--- src/rtl/ahfp_norm_arb_if.sv ---
// Bundled operand/result channels for the shared normalisation unit.
// Two requester channels (req0 = adder path, req1 = multiplier path) and one
// tagged result channel. The master side drives operands and accepts results.
interface ahfp_norm_arb_if #(
  parameter int MW = 48,
  parameter int EW = 10
);
  logic          req0_valid;
  logic          req0_ready;
  logic [MW-1:0] req0_mant;
  logic [EW-1:0] req0_exp;
  logic          req1_valid;
  logic          req1_ready;
  logic [MW-1:0] req1_mant;
  logic [EW-1:0] req1_exp;
  logic          rsp_valid;
  logic          rsp_ready;
  logic          rsp_id;
  logic [MW-1:0] rsp_mant;
  logic [EW-1:0] rsp_exp;
  logic          rsp_zero;

  modport master (
    output req0_valid, req0_mant, req0_exp,
    output req1_valid, req1_mant, req1_exp,
    output rsp_ready,
    input  req0_ready, req1_ready,
    input  rsp_valid, rsp_id, rsp_mant, rsp_exp, rsp_zero
  );

  modport slave (
    input  req0_valid, req0_mant, req0_exp,
    input  req1_valid, req1_mant, req1_exp,
    input  rsp_ready,
    output req0_ready, req1_ready,
    output rsp_valid, rsp_id, rsp_mant, rsp_exp, rsp_zero
  );
endinterface

--- src/rtl/ahfp_norm_arb.sv ---
// Two-stage normaliser shared by the adder and multiplier mantissa paths.
// Stage 1 captures the round-robin winner; stage 2 performs leading-one
// detection, shifts the leading one to the MSB and adjusts the exponent,
// flushing to zero on a zero mantissa or exponent underflow.
module ahfp_norm_arb #(
  parameter int MW = 48,
  parameter int EW = 10
) (
  input  logic           clk,
  input  logic           rst_n,
  ahfp_norm_arb_if.slave bus
);

  // Shift needed to bring the most significant 1 up to bit MW-1.
  // Scanning upward lets the highest set bit overwrite lower ones.
  function automatic logic [5:0] lzd_shift(input logic [MW-1:0] m);
    logic [5:0] sh;
    sh = 6'd0;
    for (int i = 0; i < MW; i++) begin
      if (m[i]) begin
        sh = 6'(MW - 1 - i);
      end
    end
    return sh;
  endfunction

  logic          last_r;
  logic          s1_valid_r;
  logic [MW-1:0] s1_mant_r;
  logic [EW-1:0] s1_exp_r;
  logic          s1_id_r;
  logic          rsp_valid_r;
  logic          rsp_id_r;
  logic [MW-1:0] rsp_mant_r;
  logic [EW-1:0] rsp_exp_r;
  logic          rsp_zero_r;

  logic          adv1_s;
  logic          adv2_s;
  logic          grant_s;
  logic          accept_s;
  logic [5:0]    sh_s;
  logic [EW-1:0] sh_ext_s;
  logic [MW-1:0] norm_mant_s;
  logic [EW-1:0] norm_exp_s;
  logic          norm_zero_s;

  // Pipeline advance conditions and round-robin grant selection.
  always_comb begin
    adv2_s = !rsp_valid_r || bus.rsp_ready;
    adv1_s = !s1_valid_r || adv2_s;
    if (bus.req0_valid && bus.req1_valid) begin
      grant_s = ~last_r;
    end else if (bus.req1_valid) begin
      grant_s = 1'b1;
    end else begin
      grant_s = 1'b0;
    end
    accept_s = adv1_s && (bus.req0_valid || bus.req1_valid);
  end

  assign bus.req0_ready = adv1_s & ~grant_s;
  assign bus.req1_ready = adv1_s &  grant_s;

  // Leading-one normalisation of the stage-1 operand with underflow flush.
  always_comb begin
    sh_s     = lzd_shift(s1_mant_r);
    sh_ext_s = EW'(sh_s);
    if ((s1_mant_r == {MW{1'b0}}) || (sh_ext_s > s1_exp_r)) begin
      norm_mant_s = {MW{1'b0}};
      norm_exp_s  = {EW{1'b0}};
      norm_zero_s = 1'b1;
    end else begin
      norm_mant_s = s1_mant_r << sh_s;
      norm_exp_s  = s1_exp_r - sh_ext_s;
      norm_zero_s = 1'b0;
    end
  end

  // Round-robin pointer: remember the requester of the last accepted operand.
  always_ff @(posedge clk or negedge rst_n) begin
    if (!rst_n) begin
      last_r <= 1'b1;
    end else if (accept_s) begin
      last_r <= grant_s;
    end else begin
      last_r <= last_r;
    end
  end

  // Stage 1: capture the granted operand, or drain when it moves on.
  always_ff @(posedge clk or negedge rst_n) begin
    if (!rst_n) begin
      s1_valid_r <= 1'b0;
      s1_mant_r  <= {MW{1'b0}};
      s1_exp_r   <= {EW{1'b0}};
      s1_id_r    <= 1'b0;
    end else if (accept_s) begin
      s1_valid_r <= 1'b1;
      s1_mant_r  <= grant_s ? bus.req1_mant : bus.req0_mant;
      s1_exp_r   <= grant_s ? bus.req1_exp : bus.req0_exp;
      s1_id_r    <= grant_s;
    end else if (adv1_s) begin
      s1_valid_r <= 1'b0;
    end else begin
      s1_valid_r <= s1_valid_r;
    end
  end

  // Stage 2: register the normalised result; hold it while stalled.
  always_ff @(posedge clk or negedge rst_n) begin
    if (!rst_n) begin
      rsp_valid_r <= 1'b0;
      rsp_id_r    <= 1'b0;
      rsp_mant_r  <= {MW{1'b0}};
      rsp_exp_r   <= {EW{1'b0}};
      rsp_zero_r  <= 1'b0;
    end else if (adv2_s && s1_valid_r) begin
      rsp_valid_r <= 1'b1;
      rsp_id_r    <= s1_id_r;
      rsp_mant_r  <= norm_mant_s;
      rsp_exp_r   <= norm_exp_s;
      rsp_zero_r  <= norm_zero_s;
    end else if (adv2_s) begin
      rsp_valid_r <= 1'b0;
    end else begin
      rsp_valid_r <= rsp_valid_r;
    end
  end

  assign bus.rsp_valid = rsp_valid_r;
  assign bus.rsp_id    = rsp_id_r;
  assign bus.rsp_mant  = rsp_mant_r;
  assign bus.rsp_exp   = rsp_exp_r;
  assign bus.rsp_zero  = rsp_zero_r;

endmodule
--- src/flat_wrapper.sv ---
// flat-port wrapper written by rule: the top's interface ports become plain ports
module ahfp_norm_arb_flat 
#(
  parameter int MW = 48,
  parameter int EW = 10
)
  (clk, rst_n, bus_req0_valid, bus_req0_mant, bus_req0_exp, bus_req1_valid, bus_req1_mant, bus_req1_exp, bus_rsp_ready, bus_req0_ready, bus_req1_ready, bus_rsp_valid, bus_rsp_id, bus_rsp_mant, bus_rsp_exp, bus_rsp_zero);
  ahfp_norm_arb_if #(.MW(MW), .EW(EW)) bus_i ();
  input  logic clk;
  input  logic rst_n;
  input wire logic [$bits(bus_i.req0_valid)-1:0] bus_req0_valid;
  input wire logic [$bits(bus_i.req0_mant)-1:0] bus_req0_mant;
  input wire logic [$bits(bus_i.req0_exp)-1:0] bus_req0_exp;
  input wire logic [$bits(bus_i.req1_valid)-1:0] bus_req1_valid;
  input wire logic [$bits(bus_i.req1_mant)-1:0] bus_req1_mant;
  input wire logic [$bits(bus_i.req1_exp)-1:0] bus_req1_exp;
  input wire logic [$bits(bus_i.rsp_ready)-1:0] bus_rsp_ready;
  output wire logic [$bits(bus_i.req0_ready)-1:0] bus_req0_ready;
  output wire logic [$bits(bus_i.req1_ready)-1:0] bus_req1_ready;
  output wire logic [$bits(bus_i.rsp_valid)-1:0] bus_rsp_valid;
  output wire logic [$bits(bus_i.rsp_id)-1:0] bus_rsp_id;
  output wire logic [$bits(bus_i.rsp_mant)-1:0] bus_rsp_mant;
  output wire logic [$bits(bus_i.rsp_exp)-1:0] bus_rsp_exp;
  output wire logic [$bits(bus_i.rsp_zero)-1:0] bus_rsp_zero;
  assign bus_i.req0_valid = bus_req0_valid;
  assign bus_i.req0_mant = bus_req0_mant;
  assign bus_i.req0_exp = bus_req0_exp;
  assign bus_i.req1_valid = bus_req1_valid;
  assign bus_i.req1_mant = bus_req1_mant;
  assign bus_i.req1_exp = bus_req1_exp;
  assign bus_i.rsp_ready = bus_rsp_ready;
  assign bus_req0_ready = bus_i.req0_ready;
  assign bus_req1_ready = bus_i.req1_ready;
  assign bus_rsp_valid = bus_i.rsp_valid;
  assign bus_rsp_id = bus_i.rsp_id;
  assign bus_rsp_mant = bus_i.rsp_mant;
  assign bus_rsp_exp = bus_i.rsp_exp;
  assign bus_rsp_zero = bus_i.rsp_zero;
  ahfp_norm_arb #(.MW(MW), .EW(EW)) u_core (.clk(clk), .rst_n(rst_n), .bus(bus_i));
endmodule
--- config.mk ---
export PLATFORM = sky130hd
export DESIGN_NAME = ahfp_norm_arb_flat
export DESIGN_NICKNAME = d
export VERILOG_FILES = /design/src/rtl/ahfp_norm_arb_if.sv /design/src/rtl/ahfp_norm_arb.sv /design/src/flat_wrapper.sv
export SDC_FILE = /design/constraint.sdc
export NUM_CORES = 1
export LEC_CHECK = 0
export ABC_AREA = 1
export BUFFER_PORTS_ARGS = -buffer_cell sky130_fd_sc_hd__buf_2
export CAP_MARGIN = 10
export CORE_UTILIZATION = 52
export CTS_BUF_LIST = sky130_fd_sc_hd__clkbuf_4 sky130_fd_sc_hd__clkbuf_8
export CTS_CLUSTER_DIAMETER = 40
export DETAILED_ROUTE_END_ITERATION = 12
export PLACE_DENSITY = 0.77
export SYNTH_ARGS = -nofsm -noshare
export SYNTH_HDL_FRONTEND = slang
export SYNTH_SLANG_ARGS = --single-unit
--- constraint.sdc ---
create_clock -name clk -period 4.4 [get_ports clk]
set_input_delay 0.44 -clock clk [delete_from_list [all_inputs] [get_ports clk]]
set_output_delay 0.44 -clock clk [all_outputs]
set_load 0.01 [all_outputs]
==> results of run 1 <==
==> flip-flops by register name, summed over array words and instances, names as in the netlist <==
name,cells
u_core.bus.rsp_mant,48
u_core.s1_mant_r,48
u_core.bus.rsp_exp,10
u_core.s1_exp_r,10
u_core.bus.rsp_id,1
u_core.bus.rsp_valid,1
u_core.bus.rsp_zero,1
u_core.last_r,1
u_core.s1_id_r,1
u_core.s1_valid_r,1
==> worst register-to-register path: cells and delay by family, from the launching register on <==
kind                       cells  cell delay [ns]
and+or+nand+nor               51             3.01
adders and majority gates      2             0.58
AOI/OAI and AO/OA              3             0.46
DFF                            1             0.40
buffers and inverters          4             0.38
==> metal layers <==
metal	GRT usage	vias to the layer above	routed length (um)
met1	0.4754	4796	12790
met5	0	-	0
met4	0.1703	0	1133
met2	0.6277	479	14890
li1	-	4923	-
met3	0.06929	91	2008
==> cell type report <==
| class | count | area share |
|---|---|---|
| Inverter | 81 | 0.02841 |
| Timing Repair Buffer | 283 | 0.1653 |
| Clock inverter | 15 | 0.01725 |
| Clock buffer | 17 | 0.02151 |
| Timing Repair inverter | 1 | 0.001035 |
| Multi-Input combinational cell | 1031 | 0.4610 |
| Tap cell | 216 | 0.02484 |
| Sequential cell | 122 | 0.2807 |
==> cell usage in the layout, fill, tap and decap left out, drive strengths merged, types with 4 or more instances in the layout <==
master and count:
nor2 95, buf 282, dfrtp 121, inv 86, a21oi 48, clkbuf 17, clkinv 6, o22ai 52
ha 6, nor3 5, o211ai 7, o21ai 103, nor4 9, xor2 4, nand2 368, nand3 320
==> worst max-delay path by stage <==
| stage | depth (start not counted) | to | startpoint |
|---|---|---|---|
| after floorplan | 60 | u_core.bus.rsp_mant[5] | u_core.s1_mant_r[1] |
| after global placement | 60 | u_core.bus.rsp_mant[31] | u_core.s1_mant_r[1] |
| after detailed placement | 60 | u_core.bus.rsp_mant[31] | u_core.s1_mant_r[1] |
| after CTS | 60 | u_core.bus.rsp_mant[28] | u_core.s1_mant_r[1] |
| after global routing | 60 | u_core.bus.rsp_mant[31] | u_core.s1_mant_r[1] |
| final | 60 | u_core.bus.rsp_mant[10] | u_core.s1_mant_r[1] |
==> power breakdown <==
group          internal (mW)  switching (mW)  leakage [nW]  total (mW)
clock                  0.572           0.541         0.210        1.11
combinational           1.49            2.59          3.91        4.08
sequential              1.53           0.250          1.47        1.78
total                   3.59            3.38          5.59        6.97
==> cells in the mapped netlist (2+ instances only) <==
master,n
nand4_1,3
buf_4,2
nand2_4,2
inv_2,2
inv_1,78
buf_6,3
nor3_1,5
clkbuf_1,61
a21oi_1,47
nand3_2,2
nor2_1,94
nand2_1,365
dfrtp_1,121
o211ai_1,7
buf_2,8
ha_1,6
o21ai_1,6
o21ai_0,96
buf_1,11
xor2_1,4
o22ai_1,52
nor4_1,9
nand3_1,318
==> per-stage QoR <==
step	setup WS, ns	hold slack, ns	cell area, um^2	utilization
3_3_place_gp	-0.2274	0.3786	9877	0.6195
3_5_place_dp	-0.3317	0.3801	9877	0.6195
5_1_grt	-0.9810	0.2008	10880	0.6824
2_1_floorplan	-0.01144	0.1444	8610	-
4_1_cts	-0.2537	0.2097	10820	0.6789
6_report	-0.4809	0.2127	10880	0.6824
==> repair_timing <==
item / 4_1_cts / 5_1_grt
pin swaps: 28 / 25
gates cloned: 1 / 1
hold endpoints to repair: 28 / 0
endpoints found under the setup margin: 59 / 60
setup buffers: 51 / 11
hold buffers: 1 / 0
gates resized for setup: 46 / 28
==> cells by family (layout without fill, tap and decap cells) <==
kind of cell | after synthesis | count (layout) | share of synthesized area
buffers and inverters | 166 | 397 | 0.07768
AO/OA/AOI/OAI | 217 | 217 | 0.1403
XOR/XNOR | 5 | 5 | 0.005129
AND/OR/NAND/NOR | 802 | 802 | 0.4080
adder cells (fa/ha/maj) | 7 | 7 | 0.01114
flip-flops | 122 | 122 | 0.3578
==> key figures, run 1 <==
Finish
  – Area Growth Syn to Fin: 27.44%
  – Post-Layout Cell Count: ~1,800
  – # fillers: approximately 1,400
  – NumNets Final: ~1,700
  – Diode count: 0
  – Layout cells sized above 1: 0.2387
  – Multi-input logic area: 5015 um^2
  – FF+latch area: 3054 um^2

Floorplanning
  – Total die area: around 17,000 um^2
  – Core area: ~16,000 um^2
  – Die outline height: about 130 um
  – Io pins: about 180
  – Starting density of the core: 0.5355
  – Die X: between 100 and 150 um
  – FP Rows: 46

Synth
  – Post-synth EDFFs: 0
  – Yosys top cell area share: 0.3547
  – Top cells by area, synth: dfrtp_1, nand3_1, nand2_1, o21ai_0, nor2_1
  – Async S/R FF share, synth: 1.000
  – Synth Area per Inst: between 6 and 7 um^2
  – Cell variety after synth: 40
  – Cells after Synth: roughly 1,300
  – Post-synth top flop: dfrtp_1
  – Mapped Nets: around 1,400
  – Ys Warns: 0
  – Synthesized cell area: roughly 8500 um^2
  – Post-synthesis sequential area ratio: 0.3578
  – Yosys reg bits: between 100 and 150
  – Dominant cell type by area after synthesis: dfrtp_1

Clock network
  – CTS Buf Count: 17
  – # H-tree levels: 4
  – Clk_lat worst skew: around 0.47 ns
  – Root Buffer: clkbuf_8
  – Clk pin slew, worst setup/hold paths: around 0.08 ns
  – Num Clock Sinks: approximately 120
  – CTS tree: built
  – Clock tree buffer depth: 2

Timing
  – Setup TNS: -21.09 ns
  – Final setup viols: 59
  – Final WS setup: -0.4809 ns
  – Min Tclk post-route: 4.881 ns
  – Hold Vio Cnt, Final: 0
  – Slew Viols, Final: 0
  – Max transition margin: 0.5043
  – F_max: 0.2049 GHz
  – Unrepaired setup endpoints after global routing: true
  – Skew final: about 0.015 ns
  – Worst-Margin Slew: about 0.74 ns
  – Tcrit/Tclk final: 1.109

Setup path
  – Reg2Reg Launch Point: u_core.s1_mant_r[1]
  – Most used cell along the critical path: nand2_1
  – Crit path kind: register to register
  – Slowest-stage cell, CP: fa_2
  – R2R Path End: u_core.bus.rsp_mant[10]
  – Crit path max-delay family: simple AND/OR/NAND/NOR gates
  – CP max stage delay: ~0.42 ns
  – R2r setup slk: -0.48 ns
  – CP max FO: 7
  – Worst setup EP type: register
  – Startpoint types: register
  – Req. time, crit path: 4.78 ns
  – Worst Path Buf+Inv: 4
  – R2R depth: 60
  – CP Data Arrival Time: about 5.3 ns

Place
  – DP Wirelength: 21.49 mm
  – Placed Cells: about 1,700
  – Port bufs: approximately 180
  – Final GP Congestion: ~0.96

Hold path
  – Worst hold start: bus_req1_exp[2]
  – Hold depth: 3
  – HP Class: input port to register
  – Hold Path Sink: u_core.s1_exp_r[2]

Routing
  – Pre-antenna DRT Iters: 10
  – Iteration-0 DRC Markers: 1,173
  – Vias/cell: approximately 5.8
  – Via Count: a little over 10,000
  – WL/cell: ~17 um
  – Routed wire length: between 30 and 40 mm
  – Antenna violation net count after detailed routing: 0
  – DRC violations left: 0

Global route
  – Global-route wire length before repair: between 40 and 50 mm
  – Largest net degree at the start of global routing: 62
  – Overall routing resource usage: 0.3768
  – Antenna violations before repair: 0
  – Gr ovfl total: 0
  – Vias in the first global route: 9,713

Outcome
  – Failing checks: negative setup slack
  – Outcome: complete, but fails checks

Job
  – Max-Cap Viols: 0

Power
  – Leakage: around 5.6 nW
  – Peak VDD IR: ~370 uV
  – Total power: around 7.0 mW
  – Pwr/cell area: roughly 640 nW/um^2
Note: power is estimated with default switching activity, not from simulation.
==> inputs of run 2 (changes only) <==
--- a/config.mk
+++ b/config.mk
@@ -12,7 +12,7 @@
 export CTS_BUF_LIST = sky130_fd_sc_hd__clkbuf_4 sky130_fd_sc_hd__clkbuf_8
 export CTS_CLUSTER_DIAMETER = 40
 export DETAILED_ROUTE_END_ITERATION = 12
-export PLACE_DENSITY = 0.77
+export PLACE_DENSITY = 0.8
 export SYNTH_ARGS = -nofsm -noshare
 export SYNTH_HDL_FRONTEND = slang
 export SYNTH_SLANG_ARGS = --single-unit
==> key figures, run 2 (same netlist as run 1, synthesis figures left out) <==
Setup path
  – Req. time, crit path: 4.80 ns (was 4.78 ns)
  – CP startpoint: u_core.s1_mant_r[2] (was u_core.s1_mant_r[1])
  – CP max stage delay: 0.40 ns (was 0.42 ns)
  – CP Data Arrival Time: 5.18 ns (was 5.26 ns)
  – Reg2Reg Launch Point: u_core.s1_mant_r[2] (was u_core.s1_mant_r[1])
  – CP max FO: 9 (was 7)
  – Crit path kind: register to register (unchanged)
  – Worst setup EP type: register (unchanged)
  – Most used cell along the critical path: nand2_1 (unchanged)
  – Startpoint types: register (unchanged)
  – Slowest-stage cell, CP: dfrtp_1 (was fa_2)

Global route
  – Gr ovfl total: 0 (unchanged)
  – Largest net degree at the start of global routing: 123 (was 62)
  – Global-route wire length before repair: 47.27 mm (was 49.02 mm)
  – Overall routing resource usage: 0.3634 (was 0.3768)
  – Antenna violations before repair: 0 (unchanged)
  – Vias in the first global route: 9,290 (was 9,713)

Timing
  – F_max: 0.2092 GHz (was 0.2049 GHz)
  – Final WS setup: -0.3809 ns (was -0.4809 ns)
  – Tcrit/Tclk final: 1.087 (was 1.109)
  – Min Tclk post-route: 4.781 ns (was 4.881 ns)
  – WHS: -0.03222 ns (was 0.2127 ns)
  – Slew Viols, Final: 0 (unchanged)
  – Unrepaired setup endpoints after global routing: true (unchanged)
  – Hold Vio Cnt, Final: 10 (was 0)
  – Max transition margin: 0.3282 (was 0.5043)
  – Skew final: 0.01675 ns (was 0.01550 ns)
  – Final setup viols: 59 (unchanged)
  – Setup TNS: -17.10 ns (was -21.09 ns)
  – Worst-Margin Slew: 1.008 ns (was 0.7424 ns)

Finish
  – Area Growth Syn to Fin: 23.33% (was 27.44%)
  – Commonest cells after routing, fill and taps aside: nand2_1, nand3_1, buf_2 (unchanged)
  – Fin util: 0.6604 (was 0.6824)
  – Layout cells sized above 1: 0.2194 (was 0.2387)
  – Commonest non-fill, non-tap cell in the layout: nand2_1 (unchanged)
  – Diode count: 0 (unchanged)
  – NumNets Final: 1,633 (was 1,665)

Clock network
  – Clk_lat worst skew: 0.47 ns (about the same)
  – Root Buffer: clkbuf_8 (unchanged)
  – Num Clock Sinks: 122 (unchanged)
  – Clock tree buffer depth: 2 (unchanged)
  – CTS Buf Count: 17 (unchanged)
  – # H-tree levels: 4 (unchanged)
  – Clk pin slew, worst setup/hold paths: 0.09 ns (was 0.08 ns)
  – CTS tree: built (unchanged)
  – # hold bufs at CTS: 0 (was 1)

Routing
  – Iteration-0 DRC Markers: 1,101 (was 1,173)
  – WL/cell: 16.88 um (was 17.45 um)
  – DRC violations left: 0 (unchanged)
  – M1 WL: 12.33 mm (was 12.79 mm)
  – DR WL met3: 2.261 mm (was 2.008 mm)
  – Via Count: 10,099 (was 10,289)
  – Routed wire length: 29.27 mm (was 30.83 mm)
  – Antenna violation net count after detailed routing: 0 (unchanged)
  – Met2 routed WL: 13.63 mm (was 14.89 mm)
  – Pre-antenna DRT Iters: 6 (was 10)
  – Vias/cell: 5.824 (was 5.826)
  – Highest metal used: met4 (unchanged)

Floorplanning
  – Core area: 15,940 um^2 (unchanged)
  – Die outline height: 130.1 um (unchanged)
  – Starting density of the core: 0.5355 (unchanged)
  – Total die area: 16,930 um^2 (unchanged)
  – FP Rows: 46 (unchanged)
  – Die X: 130.1 um (unchanged)
  – Io pins: 184 (unchanged)

Hold path
  – HP Class: input port to asynchronous set/reset pin (was input port to register)

Job
  – Max-Cap Viols: 0 (unchanged)

Power
  – Total power: 6.704 mW (was 6.970 mW)
  – Leakage: 5.399 nW (was 5.589 nW)
  – Peak VDD IR: 350.1 uV (was 372.9 uV)
  – Pwr/cell area: 636.7 nW/um^2 (was 640.6 nW/um^2)

Outcome
  – Failing checks: negative hold slack, negative setup slack (was negative setup slack)
  – Outcome: complete, but fails checks (unchanged)

Place
  – Port bufs: 183 (unchanged)
  – DP Wirelength: 21.21 mm (was 21.49 mm)
  – Dpl ws: -0.3918 ns (was -0.3317 ns)
  – Final GP Congestion: 0.9689 (was 0.9585)
-- run 2: cell types whose count changed in the layout (fill, tap and decap cells not counted), sizes merged --
cell | previous run | this run
clkinv | 6 | 4
clkinvlp | 2 | 4
clkbuf | 17 | 18
buf | 282 | 252
dlygate4sd3 | 1 | 0
bufinv | 3 | 1
-- run 2: worst max-delay path: cells and delay by family (launching register included) --
kind                       cells  cell delay, ns
buffers and inverters          3            0.32
adders and majority gates      2            0.54
DFF                            1            0.40
AOI/OAI and AO/OA              3            0.45
and+or+nand+nor               50            3.00
-- run 2: stage by stage --
stage | instances | cell area, um^2 | hold WS [ns]
floorplan | 1319 | 8610 | 0.1444
global placement | 1697 | 9978 | 0.4552
detailed placement | 1697 | 9978 | 0.4611
CTS | 1733 | 10440 | 0.07053
global route | 1734 | 10530 | 0.1094
finish | 1734 | 10530 | -0.03222
-- run 2: power breakdown --
group / switching (mW) / internal [mW]
clock: 0.544 / 0.466
sequential: 0.247 / 1.53
combinational: 2.52 / 1.40
-- run 2: area by class of cell --
class	instances	area [um^2]
Clock inverter	14	140.1
Sequential cell	122	3054
Timing Repair Buffer	252	1526
Fill cell	1483	5414
Clock buffer	18	241.5
Tap cell	216	270.3
Multi-Input combinational cell	1031	4990
Inverter	81	306.5
-- run 2: what timing repair did --
item,CTS,global route
pin swaps,16,11
resized for setup,26,26
setup endpoints to repair,59,59
setup buffers,5,2
-- run 2: routing by layer --
metal	GRT usage	vias up
met5	0	-
met4	0.1772	0
met3	0.06355	77
met2	0.5770	503
met1	0.4793	4680
li1	-	4839
-- run 2: final timing paths --
path / slack [ns] / to / cells after the start
setup / recovery: -0.38 / u_core.bus.rsp_mant[1] / 58
hold / removal: -0.03 / u_core.s1_mant_r[22] / 2
setup reg to reg: -0.38 / u_core.bus.rsp_mant[1] / 58
hold reg to reg: 0.47 / u_core.last_r / 2
max in group asynchronous: 3.79 / u_core.bus.rsp_mant[17] / 2
min in group clk: 0.21 / u_core.s1_exp_r[8] / 3
==> inputs of run 3 (changes only) <==
--- a/config.mk
+++ b/config.mk
@@ -8,6 +8,7 @@
 export ABC_AREA = 1
 export BUFFER_PORTS_ARGS = -buffer_cell sky130_fd_sc_hd__buf_2
 export CAP_MARGIN = 10
+export CORE_ASPECT_RATIO = 1.4
 export CORE_UTILIZATION = 52
 export CTS_BUF_LIST = sky130_fd_sc_hd__clkbuf_4 sky130_fd_sc_hd__clkbuf_8
 export CTS_CLUSTER_DIAMETER = 40
==> key figures, run 3 (same netlist as run 1, synthesis figures left out) <==
Outcome
  – Outcome: complete, but fails checks (unchanged)
  – Failing checks: negative setup slack (was negative hold slack, negative setup slack)

Floorplanning
  – Starting density of the core: 0.5301 (was 0.5355)
  – Die X: 110.3 um (was 130.1 um)
  – FP Rows: 55 (was 46)
  – Core area: 16,100 um^2 (was 15,940 um^2)
  – Io pins: 184 (unchanged)
  – Total die area: 16,940 um^2 (was 16,930 um^2)
  – Die outline height: 153.6 um (was 130.1 um)

Global route
  – Overall routing resource usage: 0.3448 (was 0.3634)
  – Gr ovfl total: 0 (unchanged)
  – Global-route wire length before repair: 45.68 mm (was 47.27 mm)
  – Largest net degree at the start of global routing: 62 (was 123)
  – Vias in the first global route: 9,269 (was 9,290)
  – Antenna violations before repair: 0 (unchanged)

Setup path
  – Most used cell along the critical path: nand2_1 (unchanged)
  – Worst Path Buf+Inv: 2 (was 3)
  – CP Data Arrival Time: 5.05 ns (was 5.18 ns)
  – Slowest-stage cell, CP: dfrtp_1 (unchanged)
  – R2R Path End: u_core.bus.rsp_mant[17] (was u_core.bus.rsp_mant[1])
  – Worst setup EP type: register (unchanged)
  – CP max FO: 8 (was 9)
  – Startpoint types: register (unchanged)
  – Req. time, crit path: 4.76 ns (was 4.80 ns)
  – Crit path max-delay family: simple AND/OR/NAND/NOR gates (unchanged)
  – Crit path kind: register to register (unchanged)
  – R2r setup slk: -0.28 ns (was -0.38 ns)
  – CP max stage delay: 0.37 ns (was 0.40 ns)
  – R2R depth: 59 (was 58)
  – Reg2Reg Launch Point: u_core.s1_mant_r[1] (was u_core.s1_mant_r[2])

Timing
  – Min Tclk post-route: 4.685 ns (was 4.781 ns)
  – Max transition margin: 0.5076 (was 0.3282)
  – Skew final: 0.01377 ns (was 0.01675 ns)
  – F_max: 0.2135 GHz (was 0.2092 GHz)
  – Setup TNS: -12.09 ns (was -17.10 ns)
  – Unrepaired setup endpoints after global routing: true (unchanged)
  – Final WS setup: -0.2846 ns (was -0.3809 ns)
  – Slew Viols, Final: 0 (unchanged)
  – Final setup viols: 59 (unchanged)
  – Tcrit/Tclk final: 1.065 (was 1.087)
  – Hold Vio Cnt, Final: 0 (was 10)
  – Worst-Margin Slew: 0.7318 ns (was 1.008 ns)

Routing
  – Antenna violation net count after detailed routing: 0 (unchanged)
  – WL/cell: 16.62 um (was 16.88 um)
  – Routed wire length: 28.51 mm (was 29.27 mm)
  – Iteration-0 DRC Markers: 1,007 (was 1,101)
  – Via Count: 10,123 (was 10,099)
  – DRC violations left: 0 (unchanged)
  – Vias/cell: 5.903 (was 5.824)
  – Pre-antenna DRT Iters: 10 (was 6)

Finish
  – Area Growth Syn to Fin: 23.20% (was 23.33%)
  – Diode count: 0 (unchanged)
  – Layout cells sized above 1: 0.2170 (was 0.2194)
  – Commonest cells after routing, fill and taps aside: nand2_1, nand3_1, buf_2 (unchanged)
  – Commonest non-fill, non-tap cell in the layout: nand2_1 (unchanged)
  – NumNets Final: 1,631 (was 1,633)
  – Final standard cell area without fillers: 10,520 um^2 (was 10,530 um^2)

Place
  – Final GP Congestion: 0.9558 (was 0.9689)
  – DP Wirelength: 21.10 mm (was 21.21 mm)
  – Placed Area: 9927 um^2 (was 9978 um^2)
  – Port bufs: 183 (unchanged)
  – Dpl ws: -0.2945 ns (was -0.3918 ns)

Clock network
  – Clock tree buffer depth: 2 (unchanged)
  – Num Clock Sinks: 122 (unchanged)
  – # hold bufs at CTS: 0 (unchanged)
  – Root Buffer: clkbuf_8 (unchanged)
  – Clk_lat worst skew: 0.44 ns (was 0.47 ns)
  – CTS tree: built (unchanged)
  – Clk pin slew, worst setup/hold paths: 0.09 ns (about the same)
  – # H-tree levels: 4 (unchanged)
  – CTS Buf Count: 17 (unchanged)

Job
  – Max-Cap Viols: 0 (unchanged)

Power
  – Total power: 6.754 mW (was 6.704 mW)
  – Peak VDD IR: 382.6 uV (was 350.1 uV)
  – Leakage: 5.410 nW (was 5.399 nW)
  – Pwr/cell area: 642.2 nW/um^2 (was 636.7 nW/um^2)

Hold path
  – HP Class: input port to asynchronous set/reset pin (unchanged)
[run 3: changes by cell type in the layout (fill, tap and decap cells not counted), moves of 2 or more]
cell	before	now
a21oi_2	2	4
buf_4	60	62
buf_6	4	1
bufinv_16	1	4
clkinv_4	2	5
clkinvlp_4	4	1
inv_6	4	2
o21ai_0	65	67
o21ai_1	21	24
o21ai_2	16	12
[run 3: report_power, final]
group | switching [mW] | internal (mW) | total (mW)
Clock | 0.522 | 0.632 | 1.15
Sequential | 0.230 | 1.53 | 1.76
Combinational | 2.48 | 1.37 | 3.84
Total | 3.23 | 3.52 | 6.75
[run 3: worst reg2reg max path: cells and delay by family (launching register included)]
family	cells	cell delay, ns
and+or+nand+nor	51	2.94
AOI/OAI and AO/OA	4	0.53
adders and majority gates	2	0.52
DFF	1	0.37
buffers and inverters	2	0.23
[run 3: cell type report]
type                    instances  area [um^2]
flip-flops and latches        122         3054
well taps                     199        249.0
multi-input cells            1031         4970
repair buffers                250         1488
clock buffers                  17        234.0
inverters                      81        306.5
fillers                      1514         5585
clock inverters                15        216.5
[run 3: worst max path at each step]
stage	start	end	slack (ns)	cells past startpoint
floorplan	u_core.s1_mant_r[1]	u_core.bus.rsp_mant[5]	-0.01	60
global placement	u_core.s1_mant_r[1]	u_core.bus.rsp_mant[1]	-0.18	59
detailed placement	u_core.s1_mant_r[1]	u_core.bus.rsp_mant[1]	-0.29	59
CTS	u_core.s1_mant_r[1]	u_core.bus.rsp_mant[1]	-0.22	59
global route	u_core.s1_mant_r[1]	u_core.bus.rsp_mant[17]	-0.76	59
finish	u_core.s1_mant_r[1]	u_core.bus.rsp_mant[17]	-0.28	59
[run 3: through the flow]
step                        util  cells  hold WS [ns]
after floorplan                -   1319        0.1444
after global placement    0.6165   1676        0.4562
after detailed placement  0.6165   1676        0.4606
after CTS                 0.6483   1713       0.07168
after global routing      0.6531   1715        0.1021
final                     0.6531   1715       0.04649
[run 3: what timing repair did]
action	4_1_cts	5_1_grt
setup endpoints to repair	59	59
resized for setup	20	19
setup buffers	5	2
pin swaps	10	13
endpoints found under the hold margin	0	0
[run 3: metal layers]
metal | wire (um) | track usage
met1 | 11470 | 0.4448
met2 | 13920 | 0.5705
met3 | 1940 | 0.04621
met4 | 1184 | 0.1466
met5 | 0 | 0
